**src/rtl/bcp_pkg.sv**
```systemverilog
// rtl/bcp_pkg.sv - shared constants and FSM state encoding for bcp_controller
//
// Purpose : default sizing constants, the controller state enum and the
//           clause-address width helper shared by the interface and the top.
// Ports   : none (package).
package bcp_pkg;

  localparam int BCP_NV_DEFAULT = 8;
  localparam int BCP_NC_DEFAULT = 16;

  typedef enum logic [2:0] {
    ST_IDLE   = 3'd0,
    ST_FETCH  = 3'd1,
    ST_EVAL   = 3'd2,
    ST_PUSH   = 3'd3,
    ST_CHECK  = 3'd4,
    ST_FINISH = 3'd5
  } bcp_state_e;

  // A single-clause table still needs a one-bit address.
  function automatic int addr_width(input int n);
    return (n > 1) ? $clog2(n) : 1;
  endfunction

endpackage

```
**src/rtl/bcp_controller_if.sv**
```systemverilog
// rtl/bcp_controller_if.sv - clause-table read bus and implication stream
//
// Purpose : bundles the clause-table read port and the implication stream.
// Signals : cl_addr (AW) clause address; cl_pos/cl_neg (NV) clause literals,
//           valid one cycle after cl_addr; imp_valid/imp_var (NV one-hot)/
//           imp_val/imp_ready implication handshake.
// Modports: master = controller side, slave = clause memory / consumer side.
interface bcp_controller_if
  import bcp_pkg::*;
#(
  parameter int NV = BCP_NV_DEFAULT,
  parameter int NC = BCP_NC_DEFAULT
);
  localparam int AW = addr_width(NC);

  logic [AW-1:0] cl_addr;
  logic [NV-1:0] cl_pos;
  logic [NV-1:0] cl_neg;
  logic          imp_valid;
  logic [NV-1:0] imp_var;
  logic          imp_val;
  logic          imp_ready;

  modport master (
    output cl_addr,
    input  cl_pos, cl_neg,
    output imp_valid, imp_var, imp_val,
    input  imp_ready
  );

  modport slave (
    input  cl_addr,
    output cl_pos, cl_neg,
    input  imp_valid, imp_var, imp_val,
    output imp_ready
  );

endinterface

```
**src/rtl/implication_unit.sv**
```systemverilog
// rtl/implication_unit.sv - unit-clause detector
//
// Purpose : returns the single unassigned literal of a clause, or zero when
//           the clause has none or more than one unassigned literal.
// Ports   : free (NV) unassigned-variable mask; clause_mask (NV) variables
//           appearing in the clause; implication (NV) one-hot or zero.
module implication_unit #(
  parameter int NV = 8
) (
  input  logic [NV-1:0] free,
  input  logic [NV-1:0] clause_mask,
  output logic [NV-1:0] implication
);

  logic [NV-1:0] open_lits;
  logic          one_hot;

  assign open_lits = free & clause_mask;
  // Clearing the lowest set bit leaves zero only for a single set bit.
  assign one_hot = (open_lits != '0) && ((open_lits & (open_lits - NV'(1))) == '0);
  assign implication = one_hot ? open_lits : '0;

endmodule

```
**src/rtl/bcp_controller.sv**
```systemverilog
// rtl/bcp_controller.sv - Boolean constraint propagation controller
//
// Purpose : repeatedly scans a clause table, pushes unit implications onto a
//           stream and updates the assignment until a pass makes no change
//           or a clause is falsified.
// Ports   : clk, rst_n (async active-low); start; free_in/value_in (NV)
//           initial assignment; bus (bcp_controller_if.master) clause read
//           bus and implication stream; busy; done (1-cycle pulse);
//           conflict; conflict_idx (AW); free_out/value_out (NV).
// Options : BCP_STATS_EN adds imp_count (16) and pass_count (8), cleared on
//           start and saturating.
module bcp_controller
  import bcp_pkg::*;
#(
  parameter  int NV = BCP_NV_DEFAULT,
  parameter  int NC = BCP_NC_DEFAULT,
  localparam int AW = addr_width(NC)
) (
  input  logic              clk,
  input  logic              rst_n,
  input  logic              start,
  input  logic [NV-1:0]     free_in,
  input  logic [NV-1:0]     value_in,
  bcp_controller_if.master  bus,
  output logic              busy,
  output logic              done,
  output logic              conflict,
  output logic [AW-1:0]     conflict_idx,
  output logic [NV-1:0]     free_out,
  output logic [NV-1:0]     value_out
`ifdef BCP_STATS_EN
  ,
  output logic [15:0]       imp_count,
  output logic [7:0]        pass_count
`endif
);

  localparam logic [2:0] S_IDLE   = ST_IDLE;
  localparam logic [2:0] S_FETCH  = ST_FETCH;
  localparam logic [2:0] S_EVAL   = ST_EVAL;
  localparam logic [2:0] S_PUSH   = ST_PUSH;
  localparam logic [2:0] S_CHECK  = ST_CHECK;
  localparam logic [2:0] S_FINISH = ST_FINISH;

  logic [2:0]    state;
  logic [AW-1:0] idx;
  logic          changed;
  logic [NV-1:0] free_r;
  logic [NV-1:0] value_r;
  logic          imp_valid_r;
  logic [NV-1:0] imp_var_r;
  logic          imp_val_r;

  logic [NV-1:0] clause_mask;
  logic [NV-1:0] implication;
  logic          satisfied;
  logic          is_empty;
  logic          last_idx;
  logic [2:0]    adv_state;
  logic [AW-1:0] adv_idx;

  assign clause_mask = bus.cl_pos | bus.cl_neg;

  implication_unit #(.NV(NV)) u_imp (
    .free        (free_r),
    .clause_mask (clause_mask),
    .implication (implication)
  );

  assign satisfied = |((bus.cl_pos & ~free_r & value_r) |
                       (bus.cl_neg & ~free_r & ~value_r));
  // An all-zero table entry is an unused slot, not an empty (false) clause.
  assign is_empty  = (clause_mask == '0);
  assign last_idx  = (idx == AW'(NC - 1));
  assign adv_state = last_idx ? S_CHECK : S_FETCH;
  assign adv_idx   = last_idx ? idx : idx + AW'(1);

  assign bus.cl_addr   = idx;
  assign bus.imp_valid = imp_valid_r;
  assign bus.imp_var   = imp_var_r;
  assign bus.imp_val   = imp_val_r;

  assign busy      = (state != S_IDLE);
  assign done      = (state == S_FINISH);
  assign free_out  = free_r;
  assign value_out = value_r;

  always_ff @(posedge clk or negedge rst_n) begin
    if (!rst_n) begin
      state        <= S_IDLE;
      idx          <= '0;
      changed      <= 1'b0;
      free_r       <= '1;
      value_r      <= '0;
      conflict     <= 1'b0;
      conflict_idx <= '0;
      imp_valid_r  <= 1'b0;
      imp_var_r    <= '0;
      imp_val_r    <= 1'b0;
    end else begin
      case (state)
        S_IDLE: begin
          if (start) begin
            state        <= S_FETCH;
            free_r       <= free_in;
            value_r      <= value_in;
            conflict     <= 1'b0;
            conflict_idx <= '0;
            idx          <= '0;
            changed      <= 1'b0;
          end
        end
        S_FETCH: state <= S_EVAL;
        S_EVAL: begin
          if (is_empty || satisfied) begin
            state <= adv_state;
            idx   <= adv_idx;
          end else if ((clause_mask & free_r) == '0) begin
            conflict     <= 1'b1;
            conflict_idx <= idx;
            state        <= S_FINISH;
          end else if (implication != '0) begin
            imp_valid_r <= 1'b1;
            imp_var_r   <= implication;
            imp_val_r   <= |(implication & bus.cl_pos);
            state       <= S_PUSH;
          end else begin
            state <= adv_state;
            idx   <= adv_idx;
          end
        end
        S_PUSH: begin
          // Assignment only changes once the consumer has taken the implication.
          if (bus.imp_ready) begin
            imp_valid_r <= 1'b0;
            free_r      <= free_r & ~imp_var_r;
            value_r     <= imp_val_r ? (value_r | imp_var_r) : (value_r & ~imp_var_r);
            changed     <= 1'b1;
            state       <= adv_state;
            idx         <= adv_idx;
          end
        end
        S_CHECK: begin
          if (changed) begin
            idx     <= '0;
            changed <= 1'b0;
            state   <= S_FETCH;
          end else begin
            state <= S_FINISH;
          end
        end
        S_FINISH: state <= S_IDLE;
        default:  state <= S_IDLE;
      endcase
    end
  end

`ifdef BCP_STATS_EN
  always_ff @(posedge clk or negedge rst_n) begin
    if (!rst_n) begin
      imp_count  <= '0;
      pass_count <= '0;
    end else if (state == S_IDLE) begin
      if (start) begin
        imp_count  <= '0;
        pass_count <= '0;
      end
    end else begin
      if (state == S_PUSH && bus.imp_ready && imp_count != '1)
        imp_count <= imp_count + 16'd1;
      // Every completed pass goes through CHECK exactly once.
      if (state == S_CHECK && pass_count != '1)
        pass_count <= pass_count + 8'd1;
    end
  end
`endif

endmodule

```
**src/flat_wrapper.sv**
```systemverilog
// flat-port wrapper written by rule: the top's interface ports become plain ports
module bcp_controller_flat import bcp_pkg::*;
#(
  parameter  int NV = BCP_NV_DEFAULT,
  parameter  int NC = BCP_NC_DEFAULT,
  localparam int AW = addr_width(NC)
)
  (clk, rst_n, start, free_in, value_in, busy, done, conflict, conflict_idx, free_out, value_out, bus_cl_addr, bus_cl_pos, bus_cl_neg, bus_imp_valid, bus_imp_var, bus_imp_val, bus_imp_ready);
  bcp_controller_if #(.NV(NV), .NC(NC)) bus_i ();
  input  logic clk;
  input  logic rst_n;
  input  logic start;
  input  logic [NV-1:0] free_in;
  input  logic [NV-1:0] value_in;
  output logic busy;
  output logic done;
  output logic conflict;
  output logic [AW-1:0] conflict_idx;
  output logic [NV-1:0] free_out;
  output logic [NV-1:0] value_out;
  output wire logic [$bits(bus_i.cl_addr)-1:0] bus_cl_addr;
  input wire logic [$bits(bus_i.cl_pos)-1:0] bus_cl_pos;
  input wire logic [$bits(bus_i.cl_neg)-1:0] bus_cl_neg;
  output wire logic [$bits(bus_i.imp_valid)-1:0] bus_imp_valid;
  output wire logic [$bits(bus_i.imp_var)-1:0] bus_imp_var;
  output wire logic [$bits(bus_i.imp_val)-1:0] bus_imp_val;
  input wire logic [$bits(bus_i.imp_ready)-1:0] bus_imp_ready;
  assign bus_cl_addr = bus_i.cl_addr;
  assign bus_i.cl_pos = bus_cl_pos;
  assign bus_i.cl_neg = bus_cl_neg;
  assign bus_imp_valid = bus_i.imp_valid;
  assign bus_imp_var = bus_i.imp_var;
  assign bus_imp_val = bus_i.imp_val;
  assign bus_i.imp_ready = bus_imp_ready;
  bcp_controller #(.NV(NV), .NC(NC)) u_core (.clk(clk), .rst_n(rst_n), .start(start), .free_in(free_in), .value_in(value_in), .bus(bus_i), .busy(busy), .done(done), .conflict(conflict), .conflict_idx(conflict_idx), .free_out(free_out), .value_out(value_out));
endmodule
```
**config.mk**
```make
export PLATFORM = sky130hd
export DESIGN_NAME = bcp_controller_flat
export DESIGN_NICKNAME = d
export VERILOG_FILES = /design/src/rtl/bcp_pkg.sv /design/src/rtl/bcp_controller_if.sv /design/src/rtl/implication_unit.sv /design/src/rtl/bcp_controller.sv /design/src/flat_wrapper.sv
export SDC_FILE = /design/constraint.sdc
export NUM_CORES = 1
export LEC_CHECK = 0
export BUFFER_PORTS_ARGS = -buffer_cell sky130_fd_sc_hd__buf_2
export CAP_MARGIN = 10
export CELL_PAD_IN_SITES_DETAIL_PLACEMENT = 2
export CELL_PAD_IN_SITES_GLOBAL_PLACEMENT = 2
export CORE_MARGIN = 4
export CORE_UTILIZATION = 30
export CTS_CLUSTER_DIAMETER = 80
export DETAILED_ROUTE_END_ITERATION = 8
export PLACE_DENSITY = 0.82
export SLEW_MARGIN = 20
export SYNTH_ARGS = -nofsm -noshare
export SYNTH_HDL_FRONTEND = slang
export SYNTH_SLANG_ARGS = --single-unit
```
**constraint.sdc**
```tcl
create_clock -name clk -period 3.1 [get_ports clk]
set_clock_uncertainty 0.2 [all_clocks]
set_input_delay 0.465 -clock clk [delete_from_list [all_inputs] [get_ports clk]]
set_output_delay 0.465 -clock clk [all_outputs]
set_load 0.05 [all_outputs]
```
Word level (Yosys, flattened, before mapping)

Cells that the tools add are included.

Output and inout bits: 37
Input port bits: 36
Bits in registers: 39
Logic and storage cells: 105

Add/sub/neg operators: 2
Muxes and demuxes: 38
Reductions and logical operators: 23
Equality and inequality tests: 15
Bitwise operators: 17

Operators with widths:

| cell                                                                   | count |
|---|---|
| 8-bit bitwise AND                                                      | 9 |
| 8-bit 2-to-1 mux                                                       | 6 |
| 4-bit 2-to-1 mux                                                       | 9 |
| 8-bit one-hot mux with 2 select lines                                  | 2 |
| 8-bit zero test                                                        | 3 |
| 8-bit NOT                                                              | 3 |
| 8-bit bitwise OR                                                       | 3 |
| 3-bit 2-to-1 mux                                                       | 7 |
| 4-bit one-hot mux with 4 select lines                                  | 1 |
| 8-bit nonzero test                                                     | 2 |
| 8-bit OR reduction                                                     | 2 |
| 3-bit one-hot mux with 5 select lines                                  | 1 |
| 1-bit 2-to-1 mux                                                       | 8 |
| 2-bit != test (second input constant)                                  | 4 |
| 4-bit one-hot mux with 2 select lines                                  | 1 |
| 4-bit AND reduction                                                    | 2 |
| 8-bit by 1-bit subtractor with 8-bit output (second input constant)    | 1 |
| 3-bit by 2-bit equality test with 1-bit output (second input constant) | 2 |
| 3-bit equality test (second input constant)                            | 2 |
| 2-bit by 1-bit != test with 1-bit output (second input constant)       | 3 |
| 3-bit by 2-bit != test with 1-bit output (second input constant)       | 2 |
| 3-bit AND reduction                                                    | 2 |
| 6-bit AND reduction                                                    | 1 |
| 2-bit nonzero test                                                     | 3 |
| 13 further kinds                                                       | 16 |

Logic depth before layout (Yosys ltp)

Gate-level depths: netlist of the first run.

Word-level depth: 12
Mapped depth: 8
Depth with buffers taken out: 8

By module

From an unflattened synthesis of the first run, not the netlist that was laid out.

Cells, all modules: 246
Area total of the unflattened synthesis: 2423.6 µm²

Modules (own cells, without submodules):

| module           | instances | seq. area each (µm²) | area an instance (µm²) | cells an instance |
|---|---|---|---|---|
| bcp_controller   | 1         | 985.9                | 2228.4                 | 215 |
| implication_unit | 1         | 0.0                  | 195.2                  | 31 |

Least setup slack after synthesis of the first run

OpenSTA, ideal clock, no wires.

Path type: flip-flop to flip-flop
Start: register with a tool-made name
End: register u_core.imp_val_r (netlist: u_core.bus.imp_val)
Data arrival time: 2.198 ns
Data required time: 2.781 ns
Clock period less this slack: 2.517 ns
Cell stages (with the launch flop): 9
Path slack: 0.583 ns
Cells stage by stage: dfrtp_1 > mux2i_1 > o22ai_1 > nor3_1 > nand2_1 > nor4b_4 > buf_6 > nand4_1 > o21a_1

RTL lines:

| what                 | RTL line              | source |
|---|---|---|
| end signal, assigned | bcp_controller.sv:125 | `imp_val_r <= \|(implication & bus.cl_pos);` |
| end, declared        | bcp_controller.sv:52  | `logic imp_val_r;` |

Final worst setup path of the first run

Start: register u_core.free_r[7] (netlist: u_core.free_out[7])
End: register u_core.idx[3] (netlist: u_core.bus.cl_addr[3])

Longest elaborated chain between the ends: 9
Elaborated cells between the ends (all ways): 22
Those cells by class: add/sub (1); eq/ne (2); mux (3); bitwise (8); reduce/logical (8)

RTL lines:

| what                                               | RTL line                                      | source |
|---|---|---|
| start, declared                                    | bcp_controller.sv:48                          | `logic [NV-1:0] free_r;` |
| start signal, assigned                             | bcp_controller.sv:105                         | `free_r <= free_in;` |
| start signal, assigned                             | bcp_controller.sv:136                         | `free_r <= free_r & ~imp_var_r;` |
| 8-bit bitwise AND                                  | implication_unit.sv:18, bcp_controller.sv:118 |  |
| 8-bit by 1-bit subtractor with 8-bit output        | implication_unit.sv:20                        | `assign one_hot = (open_lits != '0) && ((open_lits & (open_lits - NV'(1))) == '0);` |
| 8-bit bitwise AND                                  | implication_unit.sv:20                        |  |
| 8-bit zero test                                    | implication_unit.sv:20                        |  |
| 1-bit logical AND                                  | implication_unit.sv:20                        |  |
| 8-bit 2-to-1 mux                                   | implication_unit.sv:21                        | `assign implication = one_hot ? open_lits : '0;` |
| 8-bit nonzero test                                 | bcp_controller.sv:122                         | `end else if (implication != '0) begin` |
| 3-bit by 2-bit != test with 1-bit output (no line) | n/a                                           |  |
| 6-bit AND reduction (no line)                      | n/a                                           |  |
| end signal, assigned                               | bcp_controller.sv:117                         | `idx <= adv_idx;` |
| end signal, assigned                               | bcp_controller.sv:129                         | `idx <= adv_idx;` |
| end signal, assigned                               | bcp_controller.sv:140                         | `idx <= adv_idx;` |
| end, declared                                      | bcp_controller.sv:46                          | `logic [AW-1:0] idx;` |

Several ways; a longest one is shown, not always the timed one.
A chain may end at the register's enable or synchronous reset.

==> flow_summary.json, run 1 <==
{
  "status": "finished, final reports clean",
  "h-tree-depth": 2,
  "path_class": "reg -> reg",
  "setup_violations": 0,
  "ys_seq_area_frac": 0.447,
  "postCtsHoldBufs": 0,
  "tns_ps": 0,
  "initial_core_util": 0.316,
  "cts_sinks": 39,
  "arrival_ps": 2580,
  "grt_pass1_wl_um": 13100,
  "port_buffers": 72,
  "grt_pass1_vias": 2334,
  "final_nets": 340,
  "synth_area_mm2": 0.00221,
  "rows": 30,
  "maxCapViolCount": 0,
  "wire_per_inst_um": 20.7,
  "drt_iter0_markers": 52,
  "period_needed_ps": 2570,
  "drcViolationCount": 0,
  "synth_enable_flop_cells": 0,
  "diodes": 0,
  "die_w_um": 93.8,
  "period_share": 0.830,
  "ant_nets": 0,
  "fin_util": 0.399,
  "die_h_um": 93.8,
  "drv_slew": 0,
  "powerDensity_mw_per_mm2": 1080,
  "end_kind": "register",
  "path_clk_slew_ps": 80,
  "tightest_slew_ps": 906,
  "min_path_type": "in -> async",
  "slew_headroom": 0.396,
  "yosysUniqueCellTypes": 47,
  "vias_per_cell": 5.38,
  "root_buffer": "clkbuf_8",
  "antenna_found_initial": 0,
  "grt_max_degree": 40,
  "p_leak_nw": 1.30,
  "place_hpwl_um": 6250,
  "cp.required_ps": 3100,
  "dieArea_mm2": 0.00879,
  "finalWirelength_um": 8260,
  "track_usage": 0.192,
  "gp_congestion": 0.806,
  "core-area_mm2": 0.00698,
  "vias": 2151,
  "cp_max_fo": 8,
  "vdd_drop_max_v": 0.000512,
  "cp_slowest_cell": "dfstp_2",
  "ios": 73,
  "ys_warn_count": 0,
  "cp-start-kind": "register",
  "rsz0062_at_grt": "no",
  "cts_buffers": 5,
  "slowest_delay_ps": 600,
  "hold_viol": 0,
  "cts_tree": "done",
  "crit_chain": "o21ai_0, and3_1, a211oi_2, nor4b_4, buf_4, or2_1, o41ai_2",
  "syn-num-nets": 266,
  "syn_inst": 229,
  "insertion_delay_ps": 300,
  "syn2layout_area_growth_pct": 26.4,
  "cts_resized": 0,
  "synthArstFlopShare": 1.00,
  "postCtsSetupBuffers": 0,
  "clk_path_buf_depth": 2,
  "drive_above_1_share": 0.339,
  "avgSynthCellArea_um2": 9.63,
  "synth_ff_type": "dfrtp_1",
  "grt_overflow": 0,
  "ys_ff_latch": 39,
  "timing.fmax_mhz": 388,
  "dr.pass1.iters": 4
}
[synth_stat cells, types with 2 or more instances]
cell / number / share of area
a21o_1: 2 / 0.0068
a21oi_1: 5 / 0.011
a22o_1: 8 / 0.032
a22oi_1: 9 / 0.031
and3_1: 4 / 0.011
clkbuf_1: 6 / 0.010
dfrtp_1: 31 / 0.35
dfstp_2: 8 / 0.095
inv_1: 19 / 0.032
mux2_2: 2 / 0.010
mux2i_1: 14 / 0.064
nand2_1: 20 / 0.034
nand3_1: 9 / 0.020
nor2_1: 10 / 0.017
nor3_1: 5 / 0.011
nor4_1: 6 / 0.017
o21a_1: 3 / 0.010
o21ai_0: 24 / 0.054
o21ai_1: 2 / 0.0045
o21ai_4: 3 / 0.022
o22ai_1: 11 / 0.031
or3_1: 2 / 0.0057
xnor2_1: 2 / 0.0079
[layout make-up]
class | instances | area, um^2
clock buffers | 6 | 82.6
clock inverters | 2 | 35.0
fillers | 804 | 4190
inverters | 19 | 71.3
multi-input cells | 163 | 1110
flip-flops and latches | 39 | 986
well taps | 96 | 120
repair buffers | 75 | 383
[kinds of logic after synthesis]
kind of cell,Yosys count,share of synthesized area
buffers and inverters,27,0.0493
multiplexers,16,0.0737
XOR/XNOR,2,0.00794
AND/OR/NAND/NOR,66,0.165
adder cells (fa/ha/maj),2,0.0102
flip-flops,39,0.447
AO/OA/AOI/OAI,77,0.247
[metrics by stage]
| stage | worst slack (ps) | power (W) | std cells | hold WS, ps | area, um^2 |
|---|---|---|---|---|---|
| 6_report | 526 | 0.00302 | 400 | 88.1 | 2790 |
| 5_1_grt | 312 | 0.00320 | 400 | 151 | 2790 |
| 4_1_cts | 525 | 0.00304 | 400 | 122 | 2790 |
| 3_5_place_dp | 432 | 0.00256 | 392 | 325 | 2670 |
| 3_3_place_gp | 525 | 0.00251 | 392 | 311 | 2670 |
| 2_1_floorplan | 583 | 0.00208 | 229 | -30.6 | 2210 |
[per-layer routing]
metal	global-route usage	routed length (um)
met1	0.259	3740
met2	0.321	3990
met4	0.0433	78
met3	0.0345	457
met5	0	0
[cell usage in the layout (no fill, tap or decap), types with 2 or more instances in the layout]
| master | count |
|---|---|
| nor4_1 | 6 |
| o21ai_0 | 24 |
| a21o_1 | 2 |
| nand3_1 | 9 |
| o21ai_1 | 2 |
| nor2_1 | 10 |
| mux2_2 | 2 |
| and3_1 | 4 |
| nor3_1 | 5 |
| mux2i_1 | 14 |
| o21a_1 | 3 |
| xnor2_1 | 2 |
| nand2_1 | 20 |
| clkbuf_8 | 6 |
| o21ai_4 | 3 |
| buf_2 | 72 |
| a22oi_1 | 9 |
| a21oi_1 | 5 |
| inv_1 | 19 |
| a22o_1 | 8 |
| dfrtp_1 | 31 |
| or3_1 | 2 |
| dfstp_2 | 8 |
| o22ai_1 | 11 |
| buf_4 | 3 |
[critical path: cells and delay by family (launching register included)]
| kind | cells | cell delay (ps) |
|---|---|---|
| DFF | 1 | 600 |
| and+or+nand+nor | 3 | 610 |
| AOI/OAI and AO/OA | 3 | 880 |
| buffers and inverters | 1 | 180 |
[worst paths after layout]
check                                          startpoint                                end  slack, ps  cells after the start
max                        u_core.free_out[7]$_DFFE_PN1P_  u_core.bus.cl_addr[3]$_DFFE_PN0P_        530                      7
min                                                 rst_n  u_core.bus.cl_addr[0]$_DFFE_PN0P_         90                      1
max reg2reg                u_core.free_out[7]$_DFFE_PN1P_  u_core.bus.cl_addr[3]$_DFFE_PN0P_        530                      7
min reg2reg                   u_core.conflict$_DFFE_PN0P_        u_core.conflict$_DFFE_PN0P_        330                      2
max in group asynchronous                           rst_n         asynchronous set/reset pin       2050                      1
min in group clk                               free_in[6]     u_core.free_out[6]$_DFFE_PN1P_        180                      3
[power by group]
| part | internal (W) | leakage (nW) | switching [W] |
|---|---|---|---|
| Clock | 0.000261 | 0.0612 | 0.000195 |
| Sequential | 0.000711 | 0.467 | 0.000237 |
| Combinational | 0.000461 | 0.772 | 0.00115 |
| Total | 0.00143 | 1.30 | 0.00158 |
No activity file was read; power rests on OpenSTA's default activity.
==> run 2: changes to the inputs <==
--- a/config.mk
+++ b/config.mk
@@ -5,15 +5,16 @@
 export SDC_FILE = /design/constraint.sdc
 export NUM_CORES = 1
 export LEC_CHECK = 0
+export ABC_AREA = 1
 export BUFFER_PORTS_ARGS = -buffer_cell sky130_fd_sc_hd__buf_2
 export CAP_MARGIN = 10
 export CELL_PAD_IN_SITES_DETAIL_PLACEMENT = 2
 export CELL_PAD_IN_SITES_GLOBAL_PLACEMENT = 2
 export CORE_MARGIN = 4
-export CORE_UTILIZATION = 30
+export CORE_UTILIZATION = 25
 export CTS_CLUSTER_DIAMETER = 80
 export DETAILED_ROUTE_END_ITERATION = 8
-export PLACE_DENSITY = 0.82
+export PLACE_DENSITY = 0.78
 export SLEW_MARGIN = 20
 export SYNTH_ARGS = -nofsm -noshare
 export SYNTH_HDL_FRONTEND = slang
==> constraint.sdc (replaced) <==
create_clock -name clk -period 2.3 [get_ports clk]
set_clock_uncertainty 0.2 [all_clocks]
set_input_delay 0.345 -clock clk [delete_from_list [all_inputs] [get_ports clk]]
set_output_delay 0.345 -clock clk [all_outputs]
set_load 0.05 [all_outputs]
==> run 2 against run 1 <==
Wire length rose by 12%. Highest routed layer unchanged. Synthesized cell count rose by 42%. Critical endpoint is now busy. Critical path type is now reg -> out. Utilization fell by 5.6 points. Largest cell class unchanged.
==> flow_summary.json, run 2 <==
{
  "drcViolationCount": 0,
  "drv_slew": 0,
  "tightest_slew_ps": 649,
  "rows": 35,
  "synth_common_cells": "nand2_1 (66), nor2_1 (54), inv_1 (34)",
  "clk_path_buf_depth": 2,
  "synth_area_mm2": 0.00238,
  "hold_viol": 0,
  "ant_nets": 0,
  "min_path_type": "in -> reg",
  "core-area_mm2": 0.00924,
  "dieArea_mm2": 0.0111,
  "synthArstFlopShare": 1.00,
  "cp.required_ps": 1750,
  "cts_sinks": 39,
  "final_common_cell": "buf_2",
  "setup_violations": 0,
  "vias": 2628,
  "final_nets": 453,
  "synth_ff_type": "dfrtp_1",
  "end_kind": "primary output",
  "p_leak_nw": 1.64,
  "maxCapViolCount": 0,
  "drive_above_1_share": 0.333,
  "ys_warn_count": 0,
  "die_h_um": 105,
  "gp_congestion": 0.850,
  "grt_overflow": 0,
  "status": "finished, final reports clean",
  "ios": 73,
  "syn2layout_area_growth_pct": 33.6,
  "path_class": "reg -> out",
  "cts_buffers": 5,
  "postCtsSetupBuffers": 0,
  "hold_depth": 3,
  "cp-start-kind": "register",
  "synth_enable_flop_cells": 0,
  "die_w_um": 105,
  "cp_max_fo": 5,
  "drt_iter0_markers": 89,
  "root_buffer": "clkbuf_8",
  "layout_common_cells": "buf_2 (72), nand2_1 (66), nor2_1 (46), inv_1 (34)",
  "arrival_ps": 1610,
  "wire_per_inst_um": 17.0,
  "finalWirelength_um": 9260,
  "synth_area_leaders": "dfrtp_1 (33%), nand2_1 (10%), dfstp_2 (8.8%)",
  "path_buf_inv": 4,
  "initial_core_util": 0.257,
  "hold_path_startpoint": "free_in[7]",
  "grt_pass1_wl_um": 14900,
  "avgSynthCellArea_um2": 7.29,
  "grt_max_degree": 40,
  "path_clk_slew_ps": 90,
  "cp_slowest_cell": "dfrtp_1",
  "totalPowerFinal_w": 0.00459,
  "antenna_found_initial": 0,
  "r2r_cells": 9,
  "reg2reg_slack_ps": 150,
  "syn_inst": 326,
  "synth_area_leader_cell": "dfrtp_1",
  "insertion_delay_ps": 310,
  "rr_startpoint": "u_core.free_out[7]$_DFFE_PN1P_",
  "timing.fmax_mhz": 463,
  "r2r_end": "u_core.conflict_idx[0]$_DFFE_PN0P_",
  "diodes": 0,
  "synth_most_common_cell": "nand2_1",
  "slew_headroom": 0.563,
  "ys_seq_area_frac": 0.415,
  "period_share": 0.939,
  "period_needed_ps": 2160,
  "port_buffers": 72,
  "vias_per_cell": 4.81,
  "place_hpwl_um": 7140,
  "yosysUniqueCellTypes": 34,
  "place_area_mm2": 0.00299,
  "finalInstanceArea_mm2": 0.00317,
  "syn-num-nets": 363,
  "vdd_drop_max_v": 0.000557,
  "path_delay_family": "buffers and inverters",
  "grt_pass1_vias": 2880,
  "min_delay_worst_endpoint": "u_core.free_out[7]$_DFFE_PN1P_",
  "h-tree-depth": 2,
  "track_usage": 0.169,
  "synth_top_area_share": 0.326,
  "crit_chain": "nor2_2, inv_2, nor2_4, buf_4, inv_1, buf_2",
  "dr.pass1.iters": 4,
  "ys_ff_latch": 39,
  "slowest_delay_ps": 470,
  "cts_tree": "done",
  "powerDensity_mw_per_mm2": 1450
}
[run 2: cell type report]
| class | count | area [um^2] |
|---|---|---|
| flip-flops and latches | 39 | 986 |
| multi-input cells | 242 | 1250 |
| fillers | 1101 | 6070 |
| clock buffers | 6 | 72.6 |
| well taps | 129 | 161 |
| clock inverters | 2 | 60.1 |
| inverters | 38 | 145 |
| repair buffers | 90 | 498 |
[run 2: cell families (layout without fill, tap and decap cells)]
kind of cell / Yosys count / count (layout) / share of synthesized area
buf+inv: 45 / 136 / 0.0774
simple gates: 176 / 176 / 0.333
compound gates: 64 / 64 / 0.166
fa+ha+maj: 1 / 1 / 0.00527
flops: 39 / 39 / 0.415
xor+xnor: 1 / 1 / 0.00369
[run 2: repair_timing]
item	4_1_cts	5_1_grt
gates resized for setup	0	12
hold buffers	1	0
setup endpoints to repair	0	18
hold endpoints to repair	31	0
[run 2: layer usage]
metal | track usage | wire length [um] | share of wire | vias to the layer above
met2 | 0.294 | 4730 | 0.51 | 47
met4 | 0.0389 | 91 | 0.0098 | 0
met3 | 0.0282 | 278 | 0.030 | 7
met5 | 0 | 0 | 0 | -
li1 | - | - | - | 1248
met1 | 0.219 | 4160 | 0.45 | 1326
[run 2: worst max-delay path by stage]
stage | start | end | slack (ps) | cells after the start
5_1_grt | u_core.free_out[7]$_DFFE_PN1P_ | u_core.bus.cl_addr[3]$_DFFE_PN0P_ | -60 | 10
3_3_place_gp | bus_cl_pos[2] | u_core.bus.imp_var[4]$_DFFE_PN0P_ | 30 | 9
3_5_place_dp | bus_cl_pos[2] | u_core.bus.imp_var[4]$_DFFE_PN0P_ | -70 | 9
6_report | u_core.state[0]$_DFFE_PN0P_ | busy | 140 | 6
4_1_cts | u_core.free_out[7]$_DFFE_PN1P_ | u_core.bus.imp_var[4]$_DFFE_PN0P_ | 30 | 9
2_1_floorplan | u_core.free_out[5]$_DFFE_PN1P_ | u_core.bus.imp_var[4]$_DFFE_PN0P_ | 160 | 10
[run 2: worst min-delay path, delay by kind of cell]
family	cells	cell delay, ps
compound gates	1	80
buf+inv	1	90
simple gates	1	60
[run 2: power by group]
part / switching (W) / leakage (nW) / internal (W) / total, W
logic: 0.00199 / 1.08 / 0.000726 / 0.00271
clock network: 0.000267 / 0.0654 / 0.000434 / 0.000701
registers: 0.000222 / 0.490 / 0.000955 / 0.00118
[run 2: stage by stage]
step / instances / setup TNS (ps) / setup slack (ps) / util / hold WS (ps)
global route: 546 / -313 / -58.1 / 0.344 / 81.3
global placement: 537 / 0 / 34.0 / 0.324 / 250
CTS: 546 / 0 / 34.3 / 0.339 / 70.6
finish: 546 / 0 / 141 / 0.344 / 73.8
floorplan: 326 / 0 / 162 / - / -151
detailed placement: 537 / -345 / -68.3 / 0.324 / 255
